$ cat src/rtl/lc4_arb_pkg.sv
// Shared definitions for the LC4 instruction/data memory arbiter: FSM encodings,
// requester ids, parameter defaults and the starvation-counter helper.
package lc4_arb_pkg;

    typedef enum logic [1:0] {
        ST_IDLE  = 2'd0,
        ST_ISSUE = 2'd1,
        ST_WAIT  = 2'd2,
        ST_RESP  = 2'd3
    } arb_state_t;

    localparam logic ID_FETCH = 1'b0;
    localparam logic ID_DATA  = 1'b1;

    localparam int NUM_REQ            = 2;
    localparam int MEM_LAT_DEFAULT    = 2;
    localparam int STARVE_MAX_DEFAULT = 3;
    localparam int CTR_W              = 3;

    localparam logic [CTR_W-1:0] CTR_ONE = 1;

    function automatic logic [CTR_W-1:0] sat_inc(
        input logic [CTR_W-1:0] value,
        input logic [CTR_W-1:0] limit
    );
        logic [CTR_W-1:0] result;
        result = (value < limit) ? value + CTR_ONE : limit;
        return result;
    endfunction

endpackage

$ cat src/rtl/Nbit_reg.sv
// Generic N-bit register with synchronous active-high reset and a write
// enable qualified by the global write enable.
module Nbit_reg #(
    parameter int           N           = 1,
    parameter logic [N-1:0] RESET_VALUE = '0
) (
    input  logic         clk,
    input  logic         gwe,
    input  logic         rst,
    input  logic         we,
    input  logic [N-1:0] d,
    output logic [N-1:0] q
);

    // Reset is deliberately not gated by gwe so a reset always abandons an access.
    always_ff @(posedge clk) begin
        if (rst) begin
            q <= RESET_VALUE;
        end else if (gwe && we) begin
            q <= d;
        end
    end

endmodule

$ cat src/rtl/lc4_arb_lat_ctr.sv
// Loadable down-counter tracking memory read latency; done flags the cycle in
// which read data is valid.
module lc4_arb_lat_ctr
    import lc4_arb_pkg::*;
(
    input  logic             clk,
    input  logic             gwe,
    input  logic             rst,
    input  logic             load,
    input  logic             dec,
    input  logic [CTR_W-1:0] load_value,
    output logic             done
);

    logic [CTR_W-1:0] count_reg;
    logic [CTR_W-1:0] count_next;

    always_comb begin
        count_next = count_reg;
        if (load) begin
            count_next = load_value;
        end else if (dec && (count_reg != '0)) begin
            count_next = count_reg - CTR_ONE;
        end
    end

    Nbit_reg #(.N(CTR_W)) count_ff (
        .clk (clk),
        .gwe (gwe),
        .rst (rst),
        .we  (load | dec),
        .d   (count_next),
        .q   (count_reg)
    );

    assign done = (count_reg == CTR_ONE);

endmodule

$ cat src/rtl/lc4_mem_arbiter.sv
// Arbitrates a single-ported memory between instruction fetch and data access,
// one outstanding access at a time, with data priority and fetch anti-starvation.
module lc4_mem_arbiter
    import lc4_arb_pkg::*;
#(
    parameter int MEM_LAT    = MEM_LAT_DEFAULT,
    parameter int STARVE_MAX = STARVE_MAX_DEFAULT
) (
    input  logic        clk,
    input  logic        rst,
    input  logic        gwe,
    input  logic        if_req_valid,
    input  logic [15:0] if_req_addr,
    output logic        if_rsp_valid,
    output logic [15:0] if_rsp_data,
    output logic        if_stall,
    input  logic        d_req_valid,
    input  logic        d_req_we,
    input  logic [15:0] d_req_addr,
    input  logic [15:0] d_req_wdata,
    output logic        d_rsp_valid,
    output logic [15:0] d_rsp_data,
    output logic        d_stall,
    output logic        o_mem_en,
    output logic        o_mem_we,
    output logic [15:0] o_mem_addr,
    output logic [15:0] o_mem_wdata,
    input  logic [15:0] i_mem_rdata
);

    localparam logic [CTR_W-1:0] LAT_LOAD   = CTR_W'(MEM_LAT);
    localparam logic [CTR_W-1:0] STARVE_LIM = CTR_W'(STARVE_MAX);

    logic [1:0]       state_bits;
    arb_state_t       state_reg;
    arb_state_t       state_next;
    logic             winner_reg,  winner_next;
    logic [15:0]      addr_reg,    addr_next;
    logic             we_reg,      we_next;
    logic [15:0]      wdata_reg,   wdata_next;
    logic [CTR_W-1:0] starve_reg,  starve_next;
    logic [15:0]      rsp_reg,     rsp_next;

    logic fetch_wins;
    logic latch_en;
    logic capture_en;
    logic ctr_load;
    logic ctr_dec;
    logic ctr_done;
    logic mem_fire;
    logic resp_fire;

    logic [NUM_REQ-1:0] rsp_valid_vec;
    logic [15:0]        rsp_data_vec [NUM_REQ];

    // ------------------------------------------------------------------
    // State and latched-request registers
    // ------------------------------------------------------------------
    Nbit_reg #(.N(2)) state_ff (
        .clk(clk), .gwe(gwe), .rst(rst), .we(1'b1),
        .d(state_next), .q(state_bits)
    );
    assign state_reg = arb_state_t'(state_bits);

    Nbit_reg #(.N(1)) winner_ff (
        .clk(clk), .gwe(gwe), .rst(rst), .we(latch_en),
        .d(winner_next), .q(winner_reg)
    );

    Nbit_reg #(.N(16)) addr_ff (
        .clk(clk), .gwe(gwe), .rst(rst), .we(latch_en),
        .d(addr_next), .q(addr_reg)
    );

    Nbit_reg #(.N(1)) we_ff (
        .clk(clk), .gwe(gwe), .rst(rst), .we(latch_en),
        .d(we_next), .q(we_reg)
    );

    Nbit_reg #(.N(16)) wdata_ff (
        .clk(clk), .gwe(gwe), .rst(rst), .we(latch_en),
        .d(wdata_next), .q(wdata_reg)
    );

    Nbit_reg #(.N(CTR_W)) starve_ff (
        .clk(clk), .gwe(gwe), .rst(rst), .we(latch_en),
        .d(starve_next), .q(starve_reg)
    );

    Nbit_reg #(.N(16)) rsp_ff (
        .clk(clk), .gwe(gwe), .rst(rst), .we(capture_en),
        .d(rsp_next), .q(rsp_reg)
    );

    lc4_arb_lat_ctr lat_ctr (
        .clk        (clk),
        .gwe        (gwe),
        .rst        (rst),
        .load       (ctr_load),
        .dec        (ctr_dec),
        .load_value (LAT_LOAD),
        .done       (ctr_done)
    );

    // ------------------------------------------------------------------
    // Next-state and arbitration
    // ------------------------------------------------------------------
    always_comb begin
        state_next = state_reg;
        latch_en   = 1'b0;
        capture_en = 1'b0;
        ctr_load   = 1'b0;
        ctr_dec    = 1'b0;

        // Data wins by default; fetch only when alone or after STARVE_MAX losses.
        fetch_wins  = if_req_valid && (!d_req_valid || (starve_reg == STARVE_LIM));
        winner_next = fetch_wins ? ID_FETCH : ID_DATA;
        addr_next   = fetch_wins ? if_req_addr : d_req_addr;
        we_next     = !fetch_wins && d_req_we;
        wdata_next  = fetch_wins ? 16'h0000 : d_req_wdata;
        if (fetch_wins) begin
            starve_next = '0;
        end else if (if_req_valid) begin
            starve_next = sat_inc(starve_reg, STARVE_LIM);
        end else begin
            starve_next = starve_reg;
        end
        rsp_next = we_reg ? 16'h0000 : i_mem_rdata;

        case (state_reg)
            ST_IDLE: begin
                if (if_req_valid || d_req_valid) begin
                    latch_en   = 1'b1;
                    state_next = ST_ISSUE;
                end
            end
            ST_ISSUE: begin
                ctr_load   = 1'b1;
                state_next = ST_WAIT;
            end
            ST_WAIT: begin
                ctr_dec = 1'b1;
                if (ctr_done) begin
                    capture_en = 1'b1;
                    state_next = ST_RESP;
                end
            end
            ST_RESP: begin
                state_next = ST_IDLE;
            end
            default: begin
                state_next = ST_IDLE;
            end
        endcase
    end

    // ------------------------------------------------------------------
    // Outputs: strobes are suppressed while gwe is low or reset is held so a
    // stalled cycle never produces a duplicate access or response.
    // ------------------------------------------------------------------
    always_comb begin
        mem_fire    = (state_reg == ST_ISSUE) && gwe && !rst;
        resp_fire   = (state_reg == ST_RESP) && gwe && !rst;
        o_mem_en    = mem_fire;
        o_mem_we    = mem_fire && we_reg;
        o_mem_addr  = mem_fire ? addr_reg : 16'h0000;
        o_mem_wdata = (mem_fire && we_reg) ? wdata_reg : 16'h0000;
    end

    generate
        for (genvar gi = 0; gi < NUM_REQ; gi++) begin : g_rsp
            assign rsp_valid_vec[gi] = resp_fire && (winner_reg == 1'(gi));
            assign rsp_data_vec[gi]  = rsp_valid_vec[gi] ? rsp_reg : 16'h0000;
        end
    endgenerate

    assign if_rsp_valid = rsp_valid_vec[ID_FETCH];
    assign if_rsp_data  = rsp_data_vec[ID_FETCH];
    assign d_rsp_valid  = rsp_valid_vec[ID_DATA];
    assign d_rsp_data   = rsp_data_vec[ID_DATA];
    assign if_stall     = if_req_valid && !if_rsp_valid;
    assign d_stall      = d_req_valid && !d_rsp_valid;

endmodule

$ cat config.mk
export PLATFORM = sky130hd
export DESIGN_NAME = lc4_mem_arbiter
export DESIGN_NICKNAME = d
export VERILOG_FILES = /design/src/rtl/lc4_arb_pkg.sv /design/src/rtl/Nbit_reg.sv /design/src/rtl/lc4_arb_lat_ctr.sv /design/src/rtl/lc4_mem_arbiter.sv
export SDC_FILE = /design/constraint.sdc
export NUM_CORES = 1
export LEC_CHECK = 0
export ABC_AREA = 1
export BUFFER_PORTS_ARGS = -buffer_cell sky130_fd_sc_hd__buf_4
export CORE_MARGIN = 10
export CORE_UTILIZATION = 35
export DETAILED_ROUTE_END_ITERATION = 6
export PLACE_DENSITY = 0.71
export RECOVER_POWER = 100
export SYNTH_ARGS = -nofsm -noshare
export SYNTH_HDL_FRONTEND = slang
export SYNTH_SLANG_ARGS = --single-unit
$ cat constraint.sdc
create_clock -name clk -period 1.6 [get_ports clk]
set_clock_uncertainty 0.15 [all_clocks]
set_input_delay 0.08 -clock clk [delete_from_list [all_inputs] [get_ports clk]]
set_output_delay 0.08 -clock clk [all_outputs]
set_load 0.01 [all_outputs]
# Word-level counts from Yosys, hierarchy flattened
# Index checks and enable logic that the tools add are counted.
dict set report totals {
  ff_bits 58
  out_inout_bits 70
  word_cells 71
}
dict set report op_classes {
  n_addsub 2
  order_cmp 1
  n_eq_ne 7
  n_mux 22
  n_bitwise 2
  n_reduce_logical 29
}
# op count
set op_table {}
lappend op_table {{2-to-1 mux 16 bit} 7}
lappend op_table {{logical AND 1 bit} 15}
lappend op_table {{2-to-1 mux 3 bit} 5}
lappend op_table {{case mux 2 bit (4 select lines)} 1}
lappend op_table {{2-to-1 mux 1 bit} 7}
lappend op_table {{zero test 1 bit} 5}
lappend op_table {{equality test 2 bit, second input constant} 2}
lappend op_table {{2-to-1 mux 2 bit} 2}
lappend op_table {{inequality test 2 bit, second input constant} 2}
lappend op_table {{AND reduction 2 bit} 2}
lappend op_table {{nonzero test 2 bit} 2}
lappend op_table {{adder 3 x 1 -> 3 bit, second input constant} 1}
lappend op_table {{equality test 3 x 1 -> 1 bit, second input constant} 1}
lappend op_table {{equality test 3 x 2 -> 1 bit, second input constant} 1}
lappend op_table {{less-than comparator 3 x 2 -> 1 bit, second input constant} 1}
lappend op_table {{AND reduction 3 bit} 1}
lappend op_table {{nonzero test 3 bit} 1}
lappend op_table {{subtractor 3 x 1 -> 3 bit, second input constant} 1}
lappend op_table {{equality test 2 x 1 -> 1 bit, second input constant} 1}
lappend op_table {{zero test 2 bit} 1}
lappend op_table {{logical OR 1 bit} 2}
lappend op_table {{inverter 1 bit} 1}
lappend op_table {{OR 1 bit} 1}

# Longest topological paths before layout
dict set report logic_depth {
  ltp_word 6
  depth_mapped 11
  ltp_nobuf 10
}

# Modules after synthesis
# Synthesis repeated with hierarchy kept, for this count alone.
dict set report unflattened {
  hier_cells 699
  area_unflattened_um2 3910.0
}
# module instances cells_per_inst area_each_um2 seq_area_each_um2
set by_module_without_submodules {}
lappend by_module_without_submodules {{Nbit_reg (addr_ff ...)} 3 102 665.6 320.3}
lappend by_module_without_submodules {lc4_mem_arbiter 1 292 1321.3 0.0}
lappend by_module_without_submodules {{Nbit_reg (lat_ctr.count_ff ...)} 2 20 126.4 60.1}
lappend by_module_without_submodules {lc4_arb_lat_ctr 1 31 158.9 0.0}
lappend by_module_without_submodules {{Nbit_reg (we_ff ...)} 2 8 46.3 20.0}
lappend by_module_without_submodules {{Nbit_reg (state_ff)} 1 14 87.6 40.0}

# Worst setup path after synthesis
# No wires, ideal clock.
dict set report synth_timing {
  kind {register to register}
  startpoint {reg starve_ff.q[0]}
  endpoint {reg addr_ff.q[10]}
  setup_ns 0.109
  arrival_ns 1.366
  slack_ns -0.025
  stages_incl_launch_ff 12
  cell_sequence {dfxtp_1 ha_1 ha_1 inv_1 nand2_1 nand2_1 inv_2 buf_2 nand2_1 nand3_1 nand2_1 inv_1}
}
dict set report synth_between {
  elab_chain_len 4
}
# element line
set synth_rtl {}
lappend synth_rtl {{start: declaration} Nbit_reg.sv:12} ;# output logic [N-1:0] q
lappend synth_rtl {{start signal: assignment} Nbit_reg.sv:18} ;# q <= RESET_VALUE;
lappend synth_rtl {{start signal: assignment} Nbit_reg.sv:20} ;# q <= d;
lappend synth_rtl {{equality test 3 x 2 -> 1 bit} lc4_mem_arbiter.sv:116} ;# fetch_wins = if_req_valid && (!d_req_valid || (starve_reg == STARVE_LIM));
lappend synth_rtl {{logical OR 1 bit} lc4_mem_arbiter.sv:116}
lappend synth_rtl {{logical AND 1 bit} lc4_mem_arbiter.sv:116}
lappend synth_rtl {{2-to-1 mux 16 bit} lc4_mem_arbiter.sv:118} ;# addr_next = fetch_wins ? if_req_addr : d_req_addr;
lappend synth_rtl {{end signal: assignment} Nbit_reg.sv:18}
lappend synth_rtl {{end signal: assignment} Nbit_reg.sv:20}
lappend synth_rtl {{end: declaration} Nbit_reg.sv:12}
# No other way between the ends.
# A chain may end at the register's enable or synchronous reset.

# Worst setup path after layout
dict set report layout_timing {
  startpoint {reg state_ff.q[1]}
  endpoint {out d_rsp_data[0]}
}
dict set report layout_between {
  elab_chain_len 5
}
# element line
set layout_rtl {}
lappend layout_rtl {{start: declaration} Nbit_reg.sv:12}
lappend layout_rtl {{start signal: assignment} Nbit_reg.sv:18}
lappend layout_rtl {{start signal: assignment} Nbit_reg.sv:20}
lappend layout_rtl {{equality test 2 bit} lc4_mem_arbiter.sv:163} ;# resp_fire = (state_reg == ST_RESP) && gwe && !rst;
lappend layout_rtl {{logical AND 1 bit (2 in series)} lc4_mem_arbiter.sv:163}
lappend layout_rtl {{logical AND 1 bit} lc4_mem_arbiter.sv:172} ;# assign rsp_valid_vec[gi] = resp_fire && (winner_reg == 1'(gi));
lappend layout_rtl {{2-to-1 mux 16 bit} lc4_mem_arbiter.sv:173} ;# assign rsp_data_vec[gi] = rsp_valid_vec[gi] ? rsp_reg : 16'h0000;
lappend layout_rtl {{end: declaration} lc4_mem_arbiter.sv:22} ;# output logic [15:0] d_rsp_data,
# No other way between the ends.

==> impl_metrics.json <==
{
  "met1_length_mm": 4.90,
  "critical_path.endpoint_type": "primary output",
  "violations": "negative hold slack, negative setup slack",
  "crit_arrival_ns": 1.70,
  "ios": 140,
  "syn-instance-count": 487,
  "synth_cell_type_count": 21,
  "netlist_area_sq_um": 3120,
  "totalWireLength_mm": 14.3,
  "seqCellArea_sq_um": 1170,
  "drive_above_1_share_pct": 38.9,
  "area_growth_pct": 92.9,
  "htreeDepth": 3,
  "die_h_um": 114,
  "dr_wl_met3_um": 762,
  "clock-sinks": 58,
  "critPathMaxFanout": 7,
  "grt_max_degree": 32,
  "ir_worst_vdd_uv": 514,
  "start_util_pct": 35.8,
  "first_iter_violations": 232,
  "place_congestion": 0.832,
  "drv_cap": 0,
  "p_per_area_nw_per_um2": 662,
  "wire_per_inst_um": 17.3,
  "slew_violations": 0,
  "relSlewSlack_pct": 55.5,
  "num_rows": 34,
  "layout.nets": 790,
  "fmax_ghz": 0.519,
  "syn_nets": 567,
  "p_leak_nw": 2.52,
  "placed_area_sq_um": 4310,
  "dpl.hpwl_mm": 7.76,
  "syn_area_per_cell_sq_um": 6.41,
  "status": "complete, but fails checks",
  "hold_viol": 3,
  "fp.coreArea_sq_um": 8720,
  "cts_inserted_buffers": 9,
  "dieArea_sq_um": 13100,
  "fillers": 607,
  "grt_pass1_wl_mm": 21.6,
  "clockBufferDepth": 2,
  "globalRouteOverflowTotal": 0,
  "dr_total_vias": 4143,
  "yosys_warnings": 0,
  "die_x_um": 114,
  "hold_path.class": "input port to register",
  "clock_latency_ns": 0.34,
  "crit_path_start_kind": "register",
  "fin_util_pct": 69.1,
  "met2RoutedLength_mm": 7.92,
  "postSynthRegisterBits": 58,
  "clk_pin_slew_ns": 0.07,
  "seq_area_frac_synth_pct": 37.2,
  "finalCritPeriodShare_pct": 120,
  "root_buffer": "clkbuf_8",
  "worstMarginPinSlew_ns": 0.667,
  "multi_input_area_sq_um": 1950,
  "cts_tree": "built",
  "dp_slack_ns": -0.0928,
  "grt.total_usage_pct": 20.4,
  "fin_hold_ws_ns": -0.0217,
  "ant_nets": 0,
  "port_buffers": 139,
  "rsz0062_at_grt": "yes",
  "top_layer": "met4",
  "drc": 0,
  "antenna_found_initial": 2,
  "design_area_sq_um": 6020,
  "required_ns": 1.37,
  "crit_type": "register to primary output",
  "setup_violations": 120,
  "drt-pass1-iter-count": 5,
  "setup_ws_ns": -0.327,
  "viasPerCell": 5.01,
  "min_period_ns": 1.93,
  "grt_pass1_vias": 4216
}
synthesized netlist by cell type:
| cell type | instances | area [sq um] |
|---|---|---|
| buf_6 | 4 | 45.0 |
| inv_6 | 1 | 8.76 |
| nand4_4 | 1 | 21.3 |
| nand2_2 | 1 | 6.26 |
| nand3_1 | 55 | 275 |
| nor4_4 | 1 | 21.3 |
| clkbuf_1 | 7 | 26.3 |
| buf_1 | 1 | 3.75 |
| nor3_1 | 2 | 10.0 |
| nor2_1 | 72 | 270 |
| nand2_1 | 115 | 432 |
| a21oi_1 | 56 | 280 |
| buf_4 | 1 | 7.51 |
| ha_1 | 10 | 125 |
| dfxtp_1 | 58 | 1160 |
| inv_2 | 5 | 18.8 |
| buf_2 | 11 | 55.1 |
| nor3_4 | 2 | 32.5 |
| inv_1 | 82 | 308 |
| nand3b_1 | 1 | 7.51 |
| nor2_2 | 1 | 6.26 |
through the flow:
stage	setup TNS [ns]	power (mW)	cells
5_1_grt	-32.46	4.16	825
3_3_place_gp	-0.00326	2.27	726
3_5_place_dp	-2.47	2.29	726
6_report	-23.68	3.99	827
4_1_cts	-15.95	3.90	821
2_1_floorplan	-0.310	2.02	487
sequential cells by signal, indices dropped and copies added, names as in the netlist:
name / flops
winner_ff.q: 1
lat_ctr.count_ff.q: 3
wdata_ff.q: 16
starve_ff.q: 3
addr_ff.q: 16
we_ff.q: 1
state_ff.q: 2
rsp_ff.q: 16
where the power goes:
| part | internal (mW) | switching (mW) |
|---|---|---|
| clock | 0.729 | 0.664 |
| combinational | 0.486 | 0.517 |
| sequential | 1.54 | 0.0537 |
| total | 2.75 | 1.23 |
path summary, 6_finish.rpt:
kind / from / endpoint / slack [ns] / cells after the start
max: state_ff.q[1] / d_rsp_data[0] / -0.33 / 8
min: if_req_valid / starve_ff.q[2] / -0.02 / 4
max reg2reg: state_ff.q[0] / addr_ff.q[7] / -0.18 / 8
min reg2reg: wdata_ff.q[8] / wdata_ff.q[8] / 0.31 / 2
logic make-up after synthesis:
family          Yosys count  synth area share, %
simple gates            251                 34.7
buf+inv                 112                 15.2
fa+ha+maj                10                 4.01
flops                    58                 37.2
compound gates           56                 8.98
layout make-up:
cell class	count	share of cell area, %
repair buffers	233	36.1
multi-input cells	319	32.4
flip-flops and latches	58	19.4
inverters	88	6.23
well taps	108	2.24
clock buffers	9	2.06
clock inverters	7	1.29
repair inverters	1	0.187
diodes	4	0.166
routing by layer:
layer | up-vias | track usage [%]
li1 | 1944 | -
met1 | 1964 | 20.6
met2 | 176 | 37.3
met3 | 59 | 4.87
met4 | 0 | 11.6
met5 | - | 0
repair_timing:
action	4_1_cts	5_1_grt
endpoints found under the setup margin	107	126
buffers inserted	8	2
gates resized for setup	122	72
pin swaps	9	5
gates cloned	6	0
hold buffers	65	0
hold endpoints to repair	49	0
cell usage in the layout (no fill, tap or decap), types with 2 or more instances in the layout:
master	instances
a21oi_1	56
inv_6	2
nand2_1	112
inv_4	2
inv_2	6
diode_2	4
inv_1	74
nor2_1	13
clkinv_4	5
nand3_1	53
dfxtp_1	56
nor2_2	19
nor3_4	3
buf_4	114
nand2_8	3
clkinvlp_4	2
nand3_2	2
inv_8	2
buf_6	49
nor2_4	41
dlygate4sd3_1	65
ha_2	2
clkbuf_8	9
buf_12	2
ha_1	7
nand2_2	2
worst max-delay path, stage by stage, from the launching register on:
cell and delay (ns):
dfxtp_2 0.36, buf_6 0.12, ha_4 0.14, inv_4 0.05, nor3_4 0.17, nand2_4 0.13, buf_16 0.18, nor2_4 0.09
buf_4 0.13
(Power assumes the default switching activity.)
